`src/rtl/match_reporter.sv`:
```
// Aho-Corasick match reporter. Looks up each scanned state's pattern mask, splits it into one
// {position, pattern id} record per set bit, and queues the records in a show-ahead FIFO.
module match_reporter #(
  parameter int STATE_W    = 8,
  parameter int NUM_STATES = 32,
  parameter int NPAT       = 4,
  parameter int POS_W      = 16,
  parameter int FIFO_DEPTH = 8,
  // Output table image, entry s at bits [s*NPAT +: NPAT]; bit i of an entry = pattern id i.
  parameter logic [NUM_STATES*NPAT-1:0] TABLE_INIT = '0,
  localparam int ID_W = (NPAT > 1) ? $clog2(NPAT) : 1
) (
  input  logic               CLK,
  input  logic               RST,
  input  logic               CLR,
  input  logic               IN_VALID,
  output logic               IN_READY,
  input  logic [STATE_W-1:0] NOW_STATE,
  input  logic               IN_LAST,
  output logic               MATCH_VALID,
  input  logic               MATCH_READY,
  output logic [POS_W-1:0]   MATCH_POS,
  output logic [ID_W-1:0]    MATCH_ID,
  output logic [15:0]        MATCH_COUNT,
  output logic               DONE
);

  // state  | meaning
  // IDLE   | waiting for the next scanned state, IN_READY high
  // EMIT   | pushing one record per cycle for the set bits of the held mask

  localparam int PTR_W = (FIFO_DEPTH > 1) ? $clog2(FIFO_DEPTH) : 1;
  localparam int CNT_W = PTR_W + 1;
  localparam int IDX_W = (NUM_STATES > 1) ? $clog2(NUM_STATES) : 1;
  localparam int REC_W = POS_W + ID_W;

  typedef enum logic {S_IDLE = 1'b0, S_EMIT = 1'b1} state_t;

  state_t state_q, state_n;

  logic [NPAT-1:0]  table_rom [NUM_STATES];
  logic [NPAT-1:0]  lookup_mask;
  logic [IDX_W-1:0] st_idx;

  logic             ready_en_q;
  logic [NPAT-1:0]  mask_q;
  logic [POS_W-1:0] pos_q;
  logic             last_q;
  logic [POS_W-1:0] pos_cnt_q;
  logic [15:0]      match_count_q;
  logic             done_q;

  logic             in_ready;
  logic             accept;
  logic             push;
  logic             pop;
  logic [ID_W-1:0]  low_idx;
  logic [NPAT-1:0]  mask_rest;
  logic             last_push;
  logic [REC_W-1:0] push_rec;

  logic [REC_W-1:0] fifo_mem [FIFO_DEPTH];
  logic [PTR_W-1:0] wr_ptr_q;
  logic [PTR_W-1:0] rd_ptr_q;
  logic [PTR_W-1:0] rd_ptr_n;
  logic [CNT_W-1:0] fcnt_q;
  logic [CNT_W-1:0] fcnt_after_pop;
  logic [CNT_W-1:0] fcnt_n;
  logic             full_q;
  logic [REC_W-1:0] head_q;

  for (genvar g = 0; g < NUM_STATES; g++) begin : g_rom
    assign table_rom[g] = TABLE_INIT[g*NPAT +: NPAT];
  end

  // States outside the table carry no patterns.
  assign st_idx      = NOW_STATE[IDX_W-1:0];
  assign lookup_mask = ({{(32-STATE_W){1'b0}}, NOW_STATE} < 32'(NUM_STATES)) ?
                       table_rom[st_idx] : '0;

  // FSM state register
  always_ff @(posedge CLK or posedge RST) begin
    if (RST) begin
      state_q <= S_IDLE;
    end else if (CLR) begin
      state_q <= S_IDLE;
    end else begin
      state_q <= state_n;
    end
  end

  // FSM next-state logic
  always_comb begin
    state_n = state_q;
    case (state_q)
      S_IDLE: if (accept && (lookup_mask != '0)) state_n = S_EMIT;
      S_EMIT: if (last_push) state_n = S_IDLE;
      default: state_n = S_IDLE;
    endcase
  end

  // FSM outputs and record selection
  always_comb begin
    in_ready  = ready_en_q && (state_q == S_IDLE);
    accept    = IN_VALID && in_ready;
    push      = (state_q == S_EMIT) && !full_q;
    pop       = (fcnt_q != '0) && MATCH_READY;
    low_idx   = '0;
    for (int i = NPAT - 1; i >= 0; i--) begin
      if (mask_q[i]) low_idx = ID_W'(i);
    end
    mask_rest = mask_q & (mask_q - NPAT'(1));
    last_push = push && (mask_rest == '0);
    push_rec  = {pos_q, low_idx};
  end

  // Input stage: captured mask, position bookkeeping, match counter, DONE
  always_ff @(posedge CLK or posedge RST) begin
    if (RST) begin
      ready_en_q    <= 1'b0;
      mask_q        <= '0;
      pos_q         <= '0;
      last_q        <= 1'b0;
      pos_cnt_q     <= '0;
      match_count_q <= '0;
      done_q        <= 1'b0;
    end else if (CLR) begin
      ready_en_q    <= 1'b0;
      mask_q        <= '0;
      pos_q         <= '0;
      last_q        <= 1'b0;
      pos_cnt_q     <= '0;
      match_count_q <= '0;
      done_q        <= 1'b0;
    end else begin
      ready_en_q <= 1'b1;
      if (accept) begin
        mask_q    <= lookup_mask;
        pos_q     <= pos_cnt_q;
        last_q    <= IN_LAST;
        pos_cnt_q <= IN_LAST ? '0 : pos_cnt_q + POS_W'(1);
      end else if (push) begin
        mask_q <= mask_rest;
      end
      if (push && (match_count_q != 16'hFFFF)) begin
        match_count_q <= match_count_q + 16'd1;
      end
      done_q <= (accept && (lookup_mask == '0) && IN_LAST) || (last_push && last_q);
    end
  end

  // FIFO occupancy after this cycle's pop and push
  always_comb begin
    fcnt_after_pop = fcnt_q - CNT_W'(pop);
    fcnt_n         = fcnt_after_pop + CNT_W'(push);
    rd_ptr_n       = rd_ptr_q + PTR_W'(pop);
  end

  always_ff @(posedge CLK) begin
    if (push && !CLR) begin
      fifo_mem[wr_ptr_q] <= push_rec;
    end
  end

  // Head register tracks the entry at the read pointer; it keeps its value once empty.
  always_ff @(posedge CLK or posedge RST) begin
    if (RST) begin
      wr_ptr_q <= '0;
      rd_ptr_q <= '0;
      fcnt_q   <= '0;
      full_q   <= 1'b0;
      head_q   <= '0;
    end else if (CLR) begin
      wr_ptr_q <= '0;
      rd_ptr_q <= '0;
      fcnt_q   <= '0;
      full_q   <= 1'b0;
      head_q   <= '0;
    end else begin
      if (push) wr_ptr_q <= wr_ptr_q + PTR_W'(1);
      rd_ptr_q <= rd_ptr_n;
      fcnt_q   <= fcnt_n;
      full_q   <= (fcnt_n == CNT_W'(FIFO_DEPTH));
      if (fcnt_after_pop == '0) begin
        if (push) head_q <= push_rec;
      end else begin
        head_q <= fifo_mem[rd_ptr_n];
      end
    end
  end

  assign IN_READY    = in_ready;
  assign MATCH_VALID = (fcnt_q != '0);
  assign MATCH_POS   = head_q[REC_W-1:ID_W];
  assign MATCH_ID    = head_q[ID_W-1:0];
  assign MATCH_COUNT = match_count_q;
  assign DONE        = done_q;

endmodule
```
`config.mk`:
```
export PLATFORM = sky130hd
export DESIGN_NAME = match_reporter
export DESIGN_NICKNAME = d
export VERILOG_FILES = /design/src/rtl/match_reporter.sv
export SDC_FILE = /design/constraint.sdc
export NUM_CORES = 1
export LEC_CHECK = 0
export ABC_AREA = 1
export ABC_CLOCK_PERIOD_IN_PS = 3400
export CAP_MARGIN = 20
export CORE_MARGIN = 1.5
export CORE_UTILIZATION = 45
export DETAILED_ROUTE_END_ITERATION = 8
export GPL_TIMING_DRIVEN = 0
export HOLD_SLACK_MARGIN = 0.03
export PLACE_DENSITY = 0.67
export REMOVE_ABC_BUFFERS = 1
export SLEW_MARGIN = 40
export SYNTH_ARGS = -nofsm -noshare
export SYNTH_HDL_FRONTEND = slang
export SYNTH_SLANG_ARGS = --single-unit
```
`constraint.sdc`:
```
create_clock -name CLK -period 3.4 [get_ports CLK]
set_input_delay 1.02 -clock CLK [delete_from_list [all_inputs] [get_ports CLK]]
set_output_delay 1.02 -clock CLK [all_outputs]
set_load 0.05 [all_outputs]
```
; After elaboration in Yosys (flattened, before gate mapping)
; Memories as Yosys holds them, arrays and structs flattened.
; Cells that the tools add are included.
[classes]
magnitude_cmp = 2
n_addsub = 7
bitwise = 3
mux = 35
eq_ne = 3
reduce_logical = 23
[ops]
columns = cell, count
row1 = $mux W16, 7
row2 = $mux W18, 3
row3 = $add A16 B1 Y16 const B, 2
row4 = $mux W4, 7
row5 = $ne A16 B16 Y1 const B, 1
row6 = $logic_not A4 Y1, 3
row7 = $logic_and A1 B1 Y1, 11
row8 = $mux W1, 10
row9 = $mux W3, 3
row10 = $lt A8 B6 Y1 const B, 1
row11 = $mux W2, 4
row12 = $reduce_bool A4 Y1, 2
row13 = $ge A6 B6 Y1 const B, 1
row14 = $not A5 Y6, 1
row15 = $reduce_bool A2 Y1, 3
row16 = $add A4 B1 Y4, 1
row17 = $and A4 B4 Y4, 1
row18 = $eq A4 B4 Y1 const B, 1
row19 = $sub A4 B1 Y4, 1
row20 = $sub A4 B1 Y4 const B, 1
row21 = $add A3 B1 Y3, 1
row22 = $add A3 B1 Y3 const B, 1
row23 = $ne A3 B3 Y1 const B, 1
row24 = $reduce_bool A3 Y1, 1
row25 = 4 further kinds, 5
[word_totals]
romBits = 128
reg_bits = 85
ram_bits = 144
out_inout_bits = 37
n_memories = 2
elab_cells = 88
[mem_list]
columns = name, words, word_bits, read_ports, rd_clocked_by_memory_dff, write_ports, line_no
row1 = fifo_mem, 8, 18, 1, 0, 1, 62  ; logic [REC_W-1:0] fifo_mem [FIFO_DEPTH];
row2 = (name not given), 32, 4, 1, 0, 0, 79  ; table_rom[st_idx] : '0;

; Longest topological paths before layout
; Gate-level depths: netlist of run 1.
[logic_depth]
ltp_word = 10
ltp_mapped = 14
ltp_nobuf = 13

; Least setup slack after synthesis of run 1
; No wires, ideal clock.
[synth_timing]
path_type = input -> register
start = input port CLR
end = memory fifo_mem[2][10] (netlist name) (enable)
t_required_ns = 2.991
t_arrival_ns = 2.664
stages = 4
path_slack_ns = 0.327
setup_time_ns = 0.409
path_buffers = 1
path_cell_list = buf_2 nor2_1 nand2_1 nor3_1
[synth_between]
elab_chain_len = 4
[synth_lines]
columns = element, line_no
row1 = "start, declared", 15  ; input logic CLR,
row2 = $logic_not A1 Y1, 160  ; if (push && !CLR) begin
row3 = $logic_and A1 B1 Y1, 160
row4 = $mux W1, 160
row5 = $mux W1 (not written as such), 161  ; fifo_mem[wr_ptr_q] <= push_rec;
row6 = "end, declared", 62
; No other way between the ends.

; Worst setup path after layout of run 1
[layout_timing]
start = input port MATCH_READY
end = register head_q[10]
[layout_between]
elab_chain_len = 5
[layout_lines]
columns = element, line_no
row1 = "start, declared", 21  ; input logic MATCH_READY,
row2 = $logic_and A1 B1 Y1 (*), 107  ; pop = (fcnt_q != '0) && MATCH_READY;
row3 = $add A3 B1 Y3 or $sub A4 B1 Y4 (tied branches), "156, 154"
row4 = $mem_v2 Z8 W18 or $logic_not A4 Y1 (tied branches), n/a
row5 = $mux W18, 184  ; if (fcnt_after_pop == '0) begin
row6 = $mux W18, 173  ; end else if (CLR) begin
row7 = "end signal, assigned", 185  ; if (push) head_q <= push_rec;
row8 = "end signal, assigned", 187  ; head_q <= fifo_mem[rd_ptr_n];
row9 = "end, declared", 70  ; logic [REC_W-1:0] head_q;
; Mark *: on every way between the ends. The rest lies on a longest branch, timed or not.
; A chain may end at the register's enable or synchronous reset.

==> impl_metrics.tcl, run 1 <==
set metrics [dict create \
    path_cells "clkdlybuf4s50_1 > and2_1 > ha_4 > ha_4 > inv_2 > nand3_1 > nand3_1 > nand3_1 > nand2_1 > nand2_1" \
    critPathMaxStageDelay_ps 610 \
    path_max_fanout 33 \
    clkSinkCount 207 \
    final_cell_mix "nand2_1, nand3_1, edfxtp_1" \
    wl_per_cell_um 15.5 \
    setup_violations 0 \
    avgViaCountPerCell 5.16 \
    die_w_um 145 \
    synth_cell_types 29 \
    drive_gt1_share_pct 7.46 \
    fin_crit_sh_pct 89.3 \
    fmax_ghz 0.329 \
    relSlewSlack_pct 41.2 \
    gr-total-overflow 0 \
    die_area_um2 21100 \
    vias 6557 \
    clock_path_buffers 3 \
    yosys.area.top_type "edfxtp_1" \
    die_h_um 145 \
    start_util_pct 46.4 \
    firstDrtPassIters 5 \
    start_kind "primary input" \
    rsz0062_at_grt "no" \
    hold_class "flip-flop to flip-flop" \
    area_delta_synth_final_pct 17.7 \
    gp_congestion 0.799 \
    cts_tree "yes" \
    drv_slew 0 \
    grt_pass1_vias 6235 \
    dp_hpwl_um 12200 \
    track_usage_pct 18.9 \
    crit_path_frequent_cell "nand3_1" \
    synthArstFlopShare_pct 38.2 \
    clock_latency_ps 490 \
    synth_flop_cell "edfxtp_1" \
    io_buffer_count 40 \
    p_leak_nw 4.51 \
    tns_ps 0 \
    fillers 1755 \
    grt_pass1_wl_um 32200 \
    rows 51 \
    synth_edf_count 128 \
    core_um2 19700 \
    synthCells 953 \
    worstPathRequired_ps 3780 \
    grt_max_degree 53 \
    pin_count 51 \
    clkTransAtPathRegs_ps 60 \
    r2r_slack_ps 650 \
    wl_um 19700 \
    worstPathArrival_ps 3410 \
    synth_top_area_share_pct 42.2 \
    cts_root_buf "clkbuf_16" \
    antenna_found_initial 0 \
    yosys_warnings 0 \
    fin_nets 1012 \
    fin_skew_ps 8.17 \
    drtIter0Drc 422 \
    worstMarginPinSlew_ps 881 \
    htree_levels 1 \
    synthTopCellsByArea "edfxtp_1, dfrtp_1, nand2_1" \
    n_antenna_cell 0 \
    power_density_nw_per_um2 710 \
    period_needed_ps 3040 \
    cp-end-kind "flip-flop" \
    status "finished, final reports clean" \
    peakVddDrop_mv 0.427 \
    syn-cell-area_um2 9120 \
    finalPower_mw 7.62 \
    cp_slowest_cell "inv_2" \
    finalHoldViolCount 0 \
    path_class "primary input to flip-flop" \
    ff2ff_path_depth 11 \
    syn_avg_cell_area_um2 9.57 \
    ys_ff_latch 207 \
    layout_commonest_cell "nand2_1" \
    max_cap_violations 0 \
    antenna_left 0 \
    ys_seq_area_share_pct 63.8 \
    post-route-drc-count 0 \
    hold_depth 2 \
    cts-buffers-inserted 22 \
]
## stage by stage
step                hold WS [ps]  std cells  setup slack, ps  util, %  instance area [um2]
floorplan                    453        914             -735        -                 8940
global placement             462       1219            -2890     49.2                 9680
detailed placement           465       1230             -617     50.5                 9930
CTS                          482       1270             24.5     54.5                10700
global route                 495       1270             90.7     54.6                10700
finish                       475       1270              363     54.6                10700
## final timing paths
check | start | end
worst max-delay path | MATCH_READY | head_q[10]$_DFFE_PP0P_
worst min-delay path | head_q[5]$_DFFE_PP0P_ | head_q[5]$_DFFE_PP0P_
worst max register to register | fcnt_q[1]$_DFF_PP0_ | head_q[10]$_DFFE_PP0P_
worst min register to register | head_q[5]$_DFFE_PP0P_ | head_q[5]$_DFFE_PP0P_
max in group asynchronous | RST | head_q[6]$_DFFE_PP0P_
min in group asynchronous | RST | pos_cnt_q[13]$_DFFE_PP0P_
## critical path: cells and delay by family
| family | cells | cell delay [ps] |
|---|---|---|
| and+or+nand+nor | 6 | 820 |
| adders and majority gates | 2 | 550 |
| buffers and inverters | 2 | 1000 |
## logic make-up (layout without fill, tap and decap cells)
| kind of cell | Yosys count | in the layout | synth area share, % |
|---|---|---|---|
| adders and majority gates | 9 | 9 | 1.24 |
| and+or+nand+nor | 576 | 576 | 26.7 |
| other | 1 | 2 | 0.0411 |
| buffers and inverters | 107 | 158 | 4.69 |
| xor gates and xnor gates | 10 | 10 | 1.04 |
| DFF | 207 | 207 | 63.8 |
| AOI/OAI and AO/OA | 43 | 43 | 2.42 |
## flip-flops by register name, summed over array words and instances (netlist names)
| register | count |
|---|---|
| last_q | 1 |
| fcnt_q | 4 |
| rd_ptr_q | 3 |
| head_q | 16 |
| pos_q | 16 |
| fifo_mem | 128 |
| DONE | 1 |
| MATCH_COUNT | 16 |
| state_q | 1 |
| pos_cnt_q | 16 |
| ready_en_q | 1 |
| wr_ptr_q | 3 |
| full_q | 1 |
## layer usage
layer	global-route usage, %	vias to the layer above	wire length (um)
li1	-	3229	-
met4	5.82	0	393
met3	3.26	38	1180
met2	31.8	198	9470
met5	0	-	0
met1	25.2	3092	8650
## report_power, final
part           total [mW]  switching [mW]  internal (mW)
Sequential           2.81          0.0553           2.75
Clock                2.52           0.940           1.58
Combinational        2.29            1.59          0.703
## repair_timing
item                       in CTS  in global routing
setup endpoints to repair      11                 34
resized for setup               2                  2
buffers inserted                0                  0
hold buffers                    0                  0
pin swaps                       0                  0
## synthesized netlist by cell type (2+ instances only)
| cell | n |
|---|---|
| nand2_1 | 320 |
| nand3_1 | 146 |
| edfxtp_1 | 128 |
| nor2_1 | 83 |
| dfrtp_1 | 79 |
| inv_1 | 58 |
| o21ai_0 | 33 |
| clkbuf_1 | 17 |
| nand4_1 | 15 |
| buf_1 | 11 |
| buf_2 | 9 |
| ha_1 | 9 |
| inv_2 | 9 |
| xor2_1 | 8 |
| a21oi_1 | 4 |
| nor3_1 | 4 |
| o21ai_1 | 4 |
| nor2_4 | 3 |
| buf_4 | 2 |
| nor2_2 | 2 |
## area by class of cell
type | count | area [um2] | share of cell area, %
Sequential cell | 207 | 5820 | 54.3
Inverter | 67 | 259 | 2.41
Clock inverter | 11 | 151 | 1.41
Timing Repair Buffer | 51 | 571 | 5.32
Clock buffer | 29 | 618 | 5.76
Multi-Input combinational cell | 640 | 2980 | 27.8
Tap cell | 265 | 332 | 3.09
Power figures use the tool's default switching activity.
==> run 2: changes to the inputs <==
--- a/config.mk
+++ b/config.mk
@@ -7,7 +7,6 @@
 export LEC_CHECK = 0
 export ABC_AREA = 1
 export ABC_CLOCK_PERIOD_IN_PS = 3400
-export CAP_MARGIN = 20
 export CORE_MARGIN = 1.5
 export CORE_UTILIZATION = 45
 export DETAILED_ROUTE_END_ITERATION = 8
==> results of run 2 <==
The final DEF is identical to that of run 1; final timing and power are the same.
==> run 3: changes to the inputs <==
--- a/config.mk
+++ b/config.mk
@@ -14,6 +14,7 @@
 export HOLD_SLACK_MARGIN = 0.03
 export PLACE_DENSITY = 0.67
 export REMOVE_ABC_BUFFERS = 1
+export SETUP_SLACK_MARGIN = 0.15
 export SLEW_MARGIN = 40
 export SYNTH_ARGS = -nofsm -noshare
 export SYNTH_HDL_FRONTEND = slang
==> impl_metrics.tcl, run 3 (same netlist as run 1, synthesis figures left out) <==
set metrics [dict create \
    status "finished, final reports clean" \
    cts_tree "yes" \
    fin_nets 1012 \
    grt_max_degree 53 \
    dpl_cell_area_um2 9930 \
    power_frac_comb_pct 30.1 \
    cts_root_buf "clkbuf_16" \
    gp_congestion 0.799 \
    max_cap_violations 0 \
    io_buffer_count 40 \
    path_max_fanout 18 \
    largest_register_ffs 128 \
    p_clk_share_pct 33.0 \
    tns_ps 0 \
    fmax_ghz 0.328 \
    finalHoldViolCount 0 \
    cts-buffers-inserted 22 \
    pin_count 51 \
    n_antenna_cell 0 \
    wl_per_cell_um 15.5 \
    drive_gt1_share_pct 7.66 \
    antenna_left 0 \
    core_um2 19700 \
    htree_levels 1 \
    firstDrtPassIters 5 \
    peakVddDrop_mv 0.431 \
    clock_latency_ps 490 \
    switching_share_pct 33.9 \
    antenna_found_initial 0 \
    design_area_um2 10700 \
    rsz0062_at_grt "no" \
    placedCellCount 1230 \
    area_delta_synth_final_pct 17.6 \
    power_density_nw_per_um2 710 \
    avgViaCountPerCell 5.17 \
    cts_setup_buffers 0 \
    cts_hold_buffers 0 \
    gr-total-overflow 0 \
    start_util_pct 46.4 \
    worstPathArrival_ps 3420 \
    dp_hpwl_um 12200 \
    power_switching_mw 2.58 \
    layout_commonest_cell "nand2_1" \
    drv_slew 0 \
    clock_path_buffers 3 \
    setup_violations 0 \
    worstMarginPinSlew_ps 749 \
    drtIter0Drc 389 \
    period_needed_ps 3040 \
    finalNonFillerCells 1270 \
    p_leak_nw 4.50 \
    utilization_pct 54.6 \
    p_seq_share_pct 36.9 \
    power.internal_mw 5.04 \
    rows 51 \
    grt_pass1_vias 6248 \
    clkSinkCount 207 \
    final_cell_mix "nand2_1, nand3_1, edfxtp_1" \
    fin_skew_ps 8.50 \
    relSlewSlack_pct 50.0 \
    cp-end-kind "flip-flop" \
    regMostFlops "fifo_mem" \
    start_kind "primary input" \
    die_h_um 145 \
    path_class "primary input to flip-flop" \
    worstPathRequired_ps 3770 \
    die_area_um2 21100 \
    die_w_um 145 \
    wl_um 19700 \
    grt_pass1_wl_um 32200 \
    hold_class "flip-flop to flip-flop" \
    clkTransAtPathRegs_ps 60 \
    post-route-drc-count 0 \
    vias 6570 \
    fin_crit_sh_pct 89.5 \
    track_usage_pct 18.9 \
]
run 3: stage by stage:
stage,hold slack (ps),total power [mW],setup WS (ps)
after floorplan,453,4.44,-735
after global placement,462,5.42,-2890
after detailed placement,465,5.15,-617
after CTS,482,7.67,300
after global routing,495,8.03,283
final,474,7.62,356
run 3: repair_timing:
action                                  in CTS  in global routing
endpoints found under the setup margin      43                  5
gates cloned                                 0                  0
gates resized for setup                      4                  2
run 3: per-layer routing:
metal,global-route usage [%],wire [um]
met1,25.2,8570
met2,31.8,9540
met3,3.23,1190
met4,5.82,383
met5,0,0
run 3: power groups by stage:
stage                     Sequential, mW  Combinational (mW)  Clock (mW)
after floorplan                     3.09                1.35           0
after global placement              2.86                2.56           0
after detailed placement            2.86                2.29           0
after CTS                           2.81                2.30        2.56
after global routing                2.82                2.54        2.66
final                               2.81                2.29        2.52
run 3: cell type report:
class / count / area (um2)
Sequential cell: 207 / 5820
Inverter: 67 / 259
Tap cell: 265 / 332
Clock buffer: 29 / 618
Fill cell: 1755 / 8930
Timing Repair Buffer: 51 / 563
Clock inverter: 11 / 151
Multi-Input combinational cell: 640 / 2980
run 3: final timing paths:
path	depth (start not counted)	from	slack (ps)	end
hold reg to reg	2	head_q[12]$_DFFE_PP0P_	470	head_q[12]$_DFFE_PP0P_
min in group asynchronous	2	RST	900	pos_cnt_q[13]$_DFFE_PP0P_
setup reg to reg	11	fcnt_q[1]$_DFF_PP0_	640	head_q[10]$_DFFE_PP0P_
setup / recovery	10	MATCH_READY	360	head_q[10]$_DFFE_PP0P_
hold / removal	2	head_q[12]$_DFFE_PP0P_	470	head_q[12]$_DFFE_PP0P_
max in group asynchronous	3	RST	1950	head_q[9]$_DFFE_PP0P_
run 3: worst max-delay path, cell delays in order:
cell and delay (ps):
clkdlybuf4s50_1 390, and2_1 210, ha_4 180, ha_4 170, xnor2_4 600, inv_2 380, nand3_1 160, nand3_1 80
nand2_1 160, nand2_1 70
